==> src/rtl/bla_sub_serial.sv <==
// bla_sub_serial: nibble-serial a - b - b_in through a borrow-lookahead slice.
// Ports: clk, rst, start_valid/start_ready, a, b, b_in, done_valid/done_ready,
// diff, b_out, ovf. Optional signed saturation: define BLA_SUB_SAT_EN.
module bla_sub_serial #(
  parameter int WIDTH = 16,
  localparam int NIB = WIDTH / 4
) (
  input  logic             clk,
  input  logic             rst,
  input  logic             start_valid,
  output logic             start_ready,
  input  logic [WIDTH-1:0] a,
  input  logic [WIDTH-1:0] b,
  input  logic             b_in,
  output logic             done_valid,
  input  logic             done_ready,
  output logic [WIDTH-1:0] diff,
  output logic             b_out,
  output logic             ovf
);

  localparam int CW = (NIB > 1) ? $clog2(NIB) : 1;

  typedef enum logic [1:0] {
    IDLE,
    RUN,
    DONE
  } state_t;

  state_t           state;
  logic [CW-1:0]    cnt;
  logic [WIDTH-1:0] a_q;
  logic [WIDTH-1:0] b_q;
  logic             bc;
`ifdef BLA_SUB_SAT_EN
  logic             a_sign;
`endif

  logic [3:0]         a_n;
  logic [3:0]         b_n;
  logic [3:0]         g;
  logic [3:0]         p;
  logic [3:0]         w;
  logic [3:0]         d_n;
  logic [WIDTH+3:0]   cat;
  logic [WIDTH-1:0]   diff_nx;
  logic               last;

  assign a_n = a_q[3:0];
  assign b_n = b_q[3:0];
  assign g   = ~a_n & b_n;
  assign p   = ~(a_n ^ b_n);

  // Lookahead: every borrow depends only on g, p and bc.
  assign w[0] = g[0] | (p[0] & bc);
  assign w[1] = g[1] | (p[1] & g[0])
              | (p[1] & p[0] & bc);
  assign w[2] = g[2] | (p[2] & g[1])
              | (p[2] & p[1] & g[0])
              | (p[2] & p[1] & p[0] & bc);
  assign w[3] = g[3] | (p[3] & g[2])
              | (p[3] & p[2] & g[1])
              | (p[3] & p[2] & p[1] & g[0])
              | (p[3] & p[2] & p[1] & p[0] & bc);

  assign d_n     = a_n ^ b_n ^ {w[2:0], bc};
  assign cat     = {d_n, diff};
  assign diff_nx = cat[WIDTH+3:4];
  assign last    = (cnt == CW'(NIB - 1));

  always_ff @(posedge clk) begin
    if (rst) begin
      state       <= IDLE;
      cnt         <= '0;
      a_q         <= '0;
      b_q         <= '0;
      bc          <= 1'b0;
      diff        <= '0;
      b_out       <= 1'b0;
      ovf         <= 1'b0;
      done_valid  <= 1'b0;
      start_ready <= 1'b1;
`ifdef BLA_SUB_SAT_EN
      a_sign      <= 1'b0;
`endif
    end else begin
      unique case (state)
        IDLE: begin
          if (start_valid) begin
            a_q         <= a;
            b_q         <= b;
            bc          <= b_in;
            cnt         <= '0;
            state       <= RUN;
            start_ready <= 1'b0;
`ifdef BLA_SUB_SAT_EN
            a_sign      <= a[WIDTH-1];
`endif
          end
        end
        RUN: begin
          a_q  <= a_q >> 4;
          b_q  <= b_q >> 4;
          bc   <= w[3];
          cnt  <= cnt + 1'b1;
          diff <= diff_nx;
          if (last) begin
            b_out      <= w[3];
            ovf        <= w[3] ^ w[2];
            state      <= DONE;
            done_valid <= 1'b1;
`ifdef BLA_SUB_SAT_EN
            if (w[3] ^ w[2])
              diff <= a_sign
                ? {1'b1, {(WIDTH-1){1'b0}}}
                : {1'b0, {(WIDTH-1){1'b1}}};
`endif
          end
        end
        DONE: begin
          if (done_ready) begin
            state       <= IDLE;
            done_valid  <= 1'b0;
            start_ready <= 1'b1;
          end
        end
        default: begin
          state       <= IDLE;
          done_valid  <= 1'b0;
          start_ready <= 1'b1;
        end
      endcase
    end
  end

endmodule

==> config.mk <==
export PLATFORM = sky130hd
export DESIGN_NAME = bla_sub_serial
export DESIGN_NICKNAME = d
export VERILOG_FILES = /design/src/rtl/bla_sub_serial.sv
export SDC_FILE = /design/constraint.sdc
export NUM_CORES = 1
export LEC_CHECK = 0
export ABC_AREA = 1
export BUFFER_PORTS_ARGS = -buffer_cell sky130_fd_sc_hd__buf_4
export CORE_AREA = 2 2 69 71
export CTS_CLUSTER_SIZE = 40
export DETAILED_ROUTE_END_ITERATION = 10
export DIE_AREA = 0 0 71 73
export GPL_ROUTABILITY_DRIVEN = 1
export MAX_ROUTING_LAYER = met4
export PLACE_DENSITY = 0.82
export SLEW_MARGIN = 15
export SYNTH_ARGS = -nofsm -noshare
export SYNTH_HDL_FRONTEND = slang
export SYNTH_SLANG_ARGS = --single-unit
==> constraint.sdc <==
create_clock -name clk -period 2.43 [get_ports clk]
set_clock_uncertainty 0.05 [all_clocks]
set_input_delay 0.3645 -clock clk [delete_from_list [all_inputs] [get_ports clk]]
set_output_delay 0.3645 -clock clk [all_outputs]
set_load 0.05 [all_outputs]
### After elaboration in Yosys (flattened, before gate mapping)

Index checks and enable logic that the tools add are counted.

| word-level totals | value |
|---|---|
| register bits | 57 |
| input port bits | 37 |
| output and inout port bits | 20 |
| logic and storage cells | 76 |

| cells by class | value |
|---|---|
| $add $sub $neg | 1 |
| equality and inequality tests | 6 |
| mux-type cells | 18 |
| bitwise gates (word level) | 34 |
| reductions and logical operators | 7 |

Operator list:

| kind | count |
|---|---|
| 16-bit one-hot mux with 2 select lines | 2 |
| 16-bit 2-to-1 mux | 2 |
| 1-bit bitwise AND | 16 |
| 1-bit bitwise OR | 10 |
| 3-bit AND reduction | 3 |
| 2-bit 2-to-1 mux | 4 |
| 4-bit NOT | 2 |
| 4-bit bitwise XOR | 2 |
| 2-bit != test (second input constant) | 3 |
| 1-bit one-hot mux with 3 select lines | 2 |
| 2-bit one-hot mux with 3 select lines | 1 |
| 1-bit 2-to-1 mux | 5 |
| 4-bit bitwise AND | 1 |
| 2-bit == test (second input constant) | 2 |
| 2-bit one-hot mux with 2 select lines | 1 |
| 2-bit AND reduction | 2 |
| 2-bit by 1-bit adder with 2-bit output (second input constant) | 1 |
| 2-bit by 1-bit == test with 1-bit output (second input constant) | 1 |
| 2-bit zero test | 1 |
| 1-bit NOT | 2 |
| 1-bit one-hot mux with 2 select lines | 1 |
| 2-bit nonzero test | 1 |
| 1-bit bitwise XOR | 1 |

### Depth between registers and ports, before layout

Gate-level depths: netlist of run 1.

| logic depth | value |
|---|---|
| depth after elaboration | 8 |
| depth in mapped cells | 11 |
| mapped depth without buffers | 10 |

### Worst setup path before layout of run 1

Ideal clock, no wire load.

| timing | value |
|---|---|
| path kind | register to register |
| from | reg a_q[2] |
| to | reg diff[15] |
| setup time | 0.114 ns |
| arrival time | 1.303 ns |
| required time | 2.266 ns |
| setup slack | 0.964 ns |
| cell stages (with the launch flop) | 12 |
| buffers on the path | 1 |
| period minus slack after synthesis | 1.466 ns |
| path through | dfxtp_1 -> inv_1 -> ha_1 -> clkbuf_1 -> nand2_1 -> nand2_1 -> nor2_1 -> nand2_1 -> nand2_1 -> nand2_1 -> o21bai_1 -> inv_1 |

| between the ends | value |
|---|---|
| word-level cells in the longest chain between the ends | 7 |
| elaborated cells on any way between the ends | 13 |
| those cells by class | 13 x bitwise |

Ends and longest elaborated chain:

| item | RTL line | source |
|---|---|---|
| start: declaration | 32 | `logic [WIDTH-1:0] a_q;` |
| start signal: assignment | 102 | `a_q <= a_q >> 4;` |
| 4-bit bitwise XOR | 52 | `assign p = ~(a_n ^ b_n);` |
| 4-bit NOT | 52 |  |
| 1-bit bitwise AND (on tied branches) | 58, 59, 60 |  |
| 1-bit bitwise OR (tied with other cells) | 58 | `assign w[2] = g[2] \| (p[2] & g[1])` |
| 1-bit bitwise OR / 1-bit bitwise AND (equally long branches) | 59, 60 |  |
| 1-bit bitwise OR * | 60 | `\| (p[2] & p[1] & p[0] & bc);` |
| 4-bit bitwise XOR * | 66 | `assign d_n = a_n ^ b_n ^ {w[2:0], bc};` |
| end signal: assignment | 106 | `diff <= diff_nx;` |
| end: declaration | 17 | `output logic [WIDTH-1:0] diff,` |

Every way passes the cells marked *; elsewhere a longest branch is shown, timed or not.
A chain may end at the register's enable or synchronous reset.

### Worst setup path after layout of run 1

| timing | value |
|---|---|
| from | reg state[0] |
| to | reg b_q[11] |

| between the ends | value |
|---|---|
| word-level cells in the longest chain between the ends | 3 |
| elaborated cells on any way between the ends | 6 |
| those cells by class | 2 x eq/ne; 1 x mux; 3 x reduce/logical |

Ends and longest elaborated chain:

| item | RTL line | source |
|---|---|---|
| start: declaration | 30 | `state_t state;` |
| start signal: assignment | 73 | `state <= IDLE;` |
| start signal: assignment | 94 | `state <= RUN;` |
| start signal: assignment | 110 | `state <= DONE;` |
| 2-bit by 1-bit == test with 1-bit output / 2-bit zero test (equally long branches) | 87 | `unique case (state)` |
| 2-bit nonzero test (no line) / 2-bit != test (equally long branches) | -- |  |
| 2-bit AND reduction (no line) | -- |  |
| end signal: assignment | 103 | `b_q <= b_q >> 4;` |
| end: declaration | 33 | `logic [WIDTH-1:0] b_q;` |

Parallel ways exist; a longest one is shown, timed or not.

==> flow_summary.rst, run 1 <==
.. list-table::
   :header-rows: 1

   * - Metric
     - Value
   * - Run status
     - completed
   * - Dominant cells by area after synthesis
     - sky130_fd_sc_hd__dfxtp_1 (46%), sky130_fd_sc_hd__nand2_1 (9.1%), sky130_fd_sc_hd__nor2_1 (8.2%)
   * - Min-delay worst type
     - in2reg
   * - Net switching power figure
     - around 0.0007 W
   * - Via count of the first global-routing pass
     - between 2000 and 2500
   * - CTS Sinks
     - 57
   * - Cell type contributing the most total cell area after synthesis
     - sky130_fd_sc_hd__dfxtp_1
   * - Distinct cell type count after synthesis
     - 29
   * - Maximum number of pins on one net before global-route repair
     - 34
   * - Estimated wirelength of the detail-placed design
     - 3.51 mm
   * - Critical path startpoint category
     - register
   * - Via total after detailed routing
     - approximately 2300
   * - Synthesized net count
     - ~370
   * - Design Power
     - between 0.002 and 0.0025 W
   * - Syn. warnings
     - 0
   * - Routability congestion estimate
     - ~0.9
   * - Max Root-Sink Buffers
     - 2
   * - H-tree Lvls
     - 3
   * - Sequential share of the synthesized area
     - approximately 46%
   * - Combinational fraction of design power
     - 20.3%
   * - Area of the placeable core
     - between 4000 and 5000 sq um
   * - Antenna violations before repair
     - 0
   * - First-iteration detailed-routing DRC count
     - 149
   * - Hold buffer count at CTS
     - 0
   * - Register-to-register setup slack
     - 0.48 ns
   * - Detail Route Antenna Nets
     - 0
   * - Number of port buffers
     - between 50 and 60
   * - Area of the die
     - 5180 sq um
   * - GRT Max-Usage Layer
     - met2
   * - Actual slew at the worst max-slew pin
     - 0.723 ns
   * - Power share of the sequential group
     - between 40% and 50%
   * - Critical Path RT
     - approximately 2.7 ns
   * - Final clock period utilization by the worst path
     - around 80%
   * - Total global routing track utilization
     - roughly 22%
   * - Cell depth of the worst flop-to-flop path
     - 8
   * - Global-route wire length before repair
     - approximately 9 mm
   * - Overall overflow remaining after global route
     - 0
   * - CP endpoint kind
     - register
   * - Most instantiated flip-flop cell in the synthesis netlist
     - sky130_fd_sc_hd__dfxtp_1
   * - Mean instance size in the synthesized netlist
     - 7.48 sq um
   * - Standard-cell rows
     - 25
   * - Critical setup path kind
     - reg2reg
   * - Seq cells post-synth
     - 57
   * - Global routing usage on met1
     - 25.4%
   * - Hold path cells
     - 3
   * - Tmin final
     - about 1.9 ns
   * - Fraction of met3 tracks used by global routing
     - ~5.2%
   * - Power density normalized to cell area
     - about 760 nW/um^2
   * - Share of flip-flops with an asynchronous set or reset after synthesis
     - 0%
   * - Mapped Cells
     - between 300 and 400
   * - Sw Ratio
     - between 30% and 40%
   * - Initial cell density of the core
     - between 50% and 60%
   * - Static leakage
     - between 1 and 1.5 nW
   * - Clock network latency to the later pin of the worst-skew pair
     - around 0.34 ns
   * - Clock transition at path regs
     - 0.06 ns
   * - CTS Root Buffer Type
     - sky130_fd_sc_hd__clkbuf_8
   * - Placed Cells incl. Taps
     - 420
   * - Via density per instance
     - between 5 and 6
   * - Rel. slew slack
     - between 50% and 60%
   * - Clock network power share
     - approximately 34%
   * - Global Route met2 Usage
     - a little over a third
   * - Syn Std Cell Area
     - 2470 sq um
   * - TNS Setup
     - 0 ns
   * - Y dimension of the die
     - approximately 73 um
   * - Internal power summed over all cells
     - between 0.0015 and 0.002 W
   * - Max-cap check violation count
     - 0
   * - First-pass DRT Iterations
     - 4
   * - Number of max-slew violations in the final report
     - 0
   * - Resized cells post-CTS
     - 0
   * - Final cell count without fillers
     - around 440
   * - Most used standard cell by instance count after synthesis
     - sky130_fd_sc_hd__nand2_1
   * - Number of primary I/O pins
     - between 50 and 60
   * - Total routed wirelength
     - about 5.3 mm
   * - Commonest cells in the netlist
     - sky130_fd_sc_hd__nand2_1 (60), sky130_fd_sc_hd__dfxtp_1 (57), sky130_fd_sc_hd__nor2_1 (54)
   * - Endpoint arrival time on the critical path
     - 2.17 ns
   * - Clock tree from TritonCTS
     - built
   * - Area growth from synthesis to layout
     - 22.5%
   * - Area share of the largest cell type after synthesis
     - between 40 and 50%
   * - Count of flip-flops with a built-in enable after synthesis
     - 0
   * - Total DRC errors in the routed layout
     - 0
   * - Net count of the finished layout
     - 420
   * - Post-CTS setup buffer count
     - 0
   * - Final setup violation count
     - 0
   * - Width of the die
     - 71 um
   * - Highest net fanout along the worst path
     - 33
   * - RSZ-0062 raised after global routing
     - false
   * - Maximum vdd drop
     - 0.000404 V
   * - Count of inserted antenna diode cells
     - 0
   * - Average routed wire per standard cell
     - between 10 and 15 um
   * - Layout cells sized above 1
     - between 20% and 30%
   * - Highest clock frequency the design can meet
     - between 500 and 600 MHz
   * - Final hold vios
     - 0
   * - Number of buffers created by CTS
     - 9
## cell families (layout without fill, tap and decap cells)
| logic type | Yosys count | after routing | synth area share [%] |
|---|---|---|---|
| fa+ha+maj | 6 | 6 | 3.35 |
| buf+inv | 43 | 95 | 8.06 |
| flops | 57 | 57 | 46.2 |
| xor+xnor | 1 | 1 | 0.355 |
| simple gates | 126 | 126 | 21.2 |
| compound gates | 97 | 97 | 20.8 |
## path summary, 6_finish.rpt
| path | startpoint | endpoint |
|---|---|---|
| max | state[0] | b_q[11] |
| min | b[15] | b_q[15] |
| max reg2reg | state[0] | b_q[11] |
| min reg2reg | a_q[15] | a_q[15] |
## power groups by stage
stage	Combinational, W	Sequential (W)	Clock [W]
after global placement	0.000455	0.00107	0
after detailed placement	0.000464	0.00107	0
after global routing	0.000515	0.00106	0.000841
final	0.000467	0.00105	0.000779
after CTS	0.000467	0.00105	0.000796
after floorplan	0.000256	0.00115	0
## metal layers
metal | share of wire [%] | up-vias | routed length (um)
met5 | 0 | - | 0
met4 | 2.7 | 0 | 144
met3 | 7.0 | 13 | 371
met2 | 47 | 75 | 2470
met1 | 44 | 1016 | 2320
li1 | - | 1182 | -
## cell usage in the layout (no fill, tap or decap), drive strengths merged
| master | count |
|---|---|
| a211oi | 1 |
| a21oi | 37 |
| a31oi | 4 |
| and2 | 1 |
| buf | 57 |
| clkbuf | 13 |
| clkinv | 3 |
| dfxtp | 57 |
| fa | 1 |
| ha | 5 |
| inv | 22 |
| nand2 | 62 |
| nand3 | 6 |
| nand4 | 1 |
| nor2 | 56 |
| o21a | 2 |
| o21ai | 42 |
| o21bai | 1 |
| o22ai | 10 |
| xor2 | 1 |
## flip-flops by register name, summed over array words and instances, names as in the netlist
name,cells
a_q,16
b_out,1
b_q,16
bc,1
cnt,2
diff,16
done_valid,1
ovf,1
start_ready,1
state,2
## critical path, cell delays in order (launching register included)
cell and delay, ns:
sky130_fd_sc_hd__dfxtp_1 0.39, sky130_fd_sc_hd__inv_2 0.10, sky130_fd_sc_hd__nor2_8 0.32, sky130_fd_sc_hd__inv_2 0.21, sky130_fd_sc_hd__nand2_4 0.23, sky130_fd_sc_hd__inv_4 0.17, sky130_fd_sc_hd__nor2_1 0.13, sky130_fd_sc_hd__o21ai_0 0.12
sky130_fd_sc_hd__a21oi_1 0.16
## through the flow
step	setup slack, ns	hold WS [ns]	util, %	instance area, sq um
floorplan	0.964	0.379	-	2470
global route	0.245	0.233	66.7	3020
CTS	0.475	0.226	66.7	3020
global placement	0.610	0.398	62.8	2850
finish	0.482	0.233	66.7	3020
detailed placement	0.553	0.403	62.8	2850
## layout make-up
type                    instances  area (sq um)
clock buffers                  13           159
clock inverters                 3          15.0
fillers                       404          1510
inverters                      22          85.1
multi-input cells             230          1130
flip-flops and latches         57          1140
well taps                      54          67.6
repair buffers                 57           428
Note: power is estimated with default switching activity, not from simulation.
==> inputs of run 2 (changes only) <==
- ABC_AREA: 1 -> 0
- CORE_AREA: 2 2 69 71 -> 2 2 76 78
- DIE_AREA: 0 0 71 73 -> 0 0 78 80
- PLACE_DENSITY: 0.82 -> 0.73
- clock period: 2.43 -> 1.7 ns (I/O delays scaled with it)
==> flow_summary.rst, run 2 <==
.. list-table::
   :header-rows: 1

   * - Metric
     - Value
   * - Total DRC errors in the routed layout
     - 0 (unchanged)
   * - Power share of the sequential group
     - 43.2% (-2.5 points)
   * - Detail Route Antenna Nets
     - 0 (unchanged)
   * - Mapped Cells
     - 306 (-7.3%)
   * - Register-to-register setup slack
     - 0.14 ns (-0.34 ns)
   * - Count of inserted antenna diode cells
     - 0 (unchanged)
   * - Post-CTS setup buffer count
     - 0 (unchanged)
   * - Final clock period utilization by the worst path
     - 91.6% (+11 points)
   * - First-pass DRT Iterations
     - 4 (unchanged)
   * - Combinational fraction of design power
     - 17.4% (-2.9 points)
   * - CP endpoint kind
     - register
   * - Net switching power figure
     - 0.000888 W (+27%)
   * - Post-placement setup slack
     - 0.0602 ns (-0.492 ns)
   * - Internal power summed over all cells
     - 0.00252 W (+58%)
   * - Total routed wirelength
     - 5.56 mm (+4.8%)
   * - Final hold vios
     - 0 (unchanged)
   * - Resized cells post-CTS
     - 0 (unchanged)
   * - Fill cell instance count of the final layout
     - 507 (+25%)
   * - Maximum number of pins on one net before global-route repair
     - 35 (+2.9%)
   * - Width of the die
     - 78 um (+9.9%)
   * - First-iteration detailed-routing DRC count
     - 73 (-51%)
   * - Number of max-slew violations in the final report
     - 0 (unchanged)
   * - Post-route setup slack
     - 0.143 ns (-0.339 ns)
   * - Highest clock frequency the design can meet
     - 642 MHz (+25%)
   * - Estimated wirelength of the detail-placed design
     - 3.87 mm (+10%)
   * - Leading registers by flop count
     - a_q: 16 flops, b_q: 16 flops, diff: 16 flops
   * - Average routed wire per standard cell
     - 12.7 um (+4.3%)
   * - Min-delay worst type
     - in2reg
   * - Via count of the first global-routing pass
     - 2129 (+1.4%)
   * - TNS Setup
     - 0 ns (unchanged)
   * - Maximum vdd drop
     - 0.000620 V (+53%)
   * - Most common cell after layout, fill and taps aside
     - sky130_fd_sc_hd__nor2_1
   * - Most used standard cell by instance count after synthesis
     - sky130_fd_sc_hd__nor2_1
   * - Number of buffers created by CTS
     - 9 (unchanged)
   * - Via total after detailed routing
     - 2268 (-0.79%)
   * - Syn. warnings
     - 0 (unchanged)
   * - Static leakage
     - 1.43 nW (+5.4%)
   * - Syn Std Cell Area
     - 2510 sq um (+1.8%)
   * - Overall overflow remaining after global route
     - 0 (unchanged)
   * - Number of primary I/O pins
     - 57 (unchanged)
   * - Area of the placeable core
     - 5410 sq um (+19%)
   * - Design Power
     - 0.00341 W (+49%)
   * - Sw Ratio
     - 26.0% (-4.4 points)
   * - Antenna violations before repair
     - 0 (unchanged)
   * - Clock transition at path regs
     - 0.06 ns (about the same)
   * - Area growth from synthesis to layout
     - 28.3%
   * - Initial cell density of the core
     - 46.5% (-7.9 points)
   * - Area share of the largest cell type after synthesis
     - 45.4% (-0.83 points)
   * - Clock network latency to the later pin of the worst-skew pair
     - 0.33 ns (about the same)
   * - Sequential share of the synthesized area
     - 45.4% (-0.83 points)
   * - Share of flip-flops with an asynchronous set or reset after synthesis
     - 0% (unchanged)
   * - Standard-cell rows
     - 27 (+8.0%)
   * - Hold buffer count at CTS
     - 0 (unchanged)
   * - Area of the die
     - 6240 sq um (+20%)
   * - Most instantiated flip-flop cell in the synthesis netlist
     - sky130_fd_sc_hd__dfxtp_1
   * - Dominant cells by area after synthesis
     - sky130_fd_sc_hd__dfxtp_1 (45%), sky130_fd_sc_hd__nor2_1 (12%), sky130_fd_sc_hd__a2bb2oi_1 (7.3%)
   * - Cell type contributing the most total cell area after synthesis
     - sky130_fd_sc_hd__dfxtp_1
   * - Global-route wire length before repair
     - 9.41 mm (+6.2%)
   * - Via density per instance
     - 5.18 (-1.2%)
   * - Mean instance size in the synthesized netlist
     - 8.21 sq um (+9.8%)
   * - Rel. slew slack
     - 56.5% (+4.8 points)
   * - Commonest cells in the netlist
     - sky130_fd_sc_hd__nor2_1 (83), sky130_fd_sc_hd__dfxtp_1 (57), sky130_fd_sc_hd__nand2_1 (26)
   * - Power density normalized to cell area
     - 1060 nW/um^2 (+39%)
   * - Critical setup path kind
     - reg2reg
   * - Max Root-Sink Buffers
     - 2 (unchanged)
   * - Clock network power share
     - 39.4% (+5.4 points)
   * - Tmin final
     - 1.56 ns (-0.391 ns)
   * - Seq cells post-synth
     - 57 (unchanged)
   * - Highest net fanout along the worst path
     - 30 (-9.1%)
   * - Count of flip-flops with a built-in enable after synthesis
     - 0 (unchanged)
   * - Critical Path RT
     - 1.90 ns (-0.75 ns)
   * - Final setup violation count
     - 0 (unchanged)
   * - Net count of the finished layout
     - 405 (-3.6%)
   * - Distinct cell type count after synthesis
     - 36 (+24%)
   * - CTS Root Buffer Type
     - sky130_fd_sc_hd__clkbuf_8
   * - RSZ-0062 raised after global routing
     - false
   * - Critical path startpoint category
     - register
   * - Endpoint arrival time on the critical path
     - 1.76 ns (-0.41 ns)
   * - Clock tree from TritonCTS
     - built
   * - Y dimension of the die
     - 80 um (+9.6%)
   * - Number of port buffers
     - 56 (unchanged)
   * - Run status
     - completed
   * - Synthesized net count
     - 349 (-6.4%)
   * - Routability congestion estimate
     - 0.773 (-12%)
   * - H-tree Lvls
     - 3 (unchanged)
   * - Actual slew at the worst max-slew pin
     - 0.652 ns (-0.0702 ns)
   * - Max-cap check violation count
     - 0 (unchanged)
   * - Layout cells sized above 1
     - 25.1% (+4.7 points)
   * - Commonest non-fill, non-tap cells in the layout
     - sky130_fd_sc_hd__nor2_1 (83), sky130_fd_sc_hd__buf_4 (67), sky130_fd_sc_hd__dfxtp_1 (57)
   * - Total global routing track utilization
     - 19.7% (-2.8 points)
   * - CTS Sinks
     - 57 (unchanged)
run 2: cells by family after synthesis:
family / Yosys count / synth area share, %
simple gates: 136 / 22.3
mux: 1 / 0.398
fa+ha+maj: 6 / 3.29
compound gates: 74 / 21.7
buf+inv: 30 / 6.32
xor+xnor: 2 / 0.697
flops: 57 / 45.4
run 2: area by class of cell:
type | instances | area (sq um) | share of cell area (%)
clock buffers | 13 | 179 | 5.55
clock inverters | 2 | 35.0 | 1.09
inverters | 6 | 22.5 | 0.698
multi-input cells | 219 | 1210 | 37.6
flip-flops and latches | 57 | 1140 | 35.4
well taps | 72 | 90.1 | 2.79
repair buffers | 69 | 543 | 16.8
run 2: final timing paths:
| check | startpoint | endpoint | cells after the start |
|---|---|---|---|
| worst min register to register | diff[2] | diff[2] | 2 |
| worst min-delay path | a[14] | a_q[14] | 3 |
| worst max register to register | state[0] | b_q[10] | 6 |
| worst max-delay path | state[0] | b_q[10] | 6 |
run 2: power by group through the flow:
stage	clock network (W)	logic (W)	registers, W
after floorplan	0	0.000363	0.00156
after global placement	0	0.000589	0.00150
after detailed placement	0	0.000598	0.00150
after CTS	0.00137	0.000600	0.00147
after global routing	0.00144	0.000660	0.00149
final	0.00134	0.000594	0.00147
run 2: metal layers:
layer	global-route usage [%]	part of all wire [%]	vias up
met5	-	0	-
met4	9.47	1.8	0
met3	3.39	4.2	11
met2	32.6	47	61
met1	23.3	47	1036
li1	-	-	1160
run 2: critical path: stages, from the launching register on:
cell and delay (ns):
sky130_fd_sc_hd__dfxtp_1 0.41, sky130_fd_sc_hd__buf_12 0.20, sky130_fd_sc_hd__nor2_1 0.07, sky130_fd_sc_hd__nor2_2 0.33, sky130_fd_sc_hd__buf_4 0.22, sky130_fd_sc_hd__nor2_1 0.04, sky130_fd_sc_hd__nor3_1 0.14
run 2: metrics by stage:
step / hold slack (ns) / instance area, sq um / utilization [%] / std cells
finish: 0.102 / 3220 / 59.7 / 438
global route: 0.126 / 3220 / 59.7 / 438
CTS: 0.0970 / 3220 / 59.7 / 438
detailed placement: 0.397 / 3010 / 55.7 / 423
global placement: 0.393 / 3010 / 55.7 / 423
floorplan: 0.353 / 2510 / - / 306
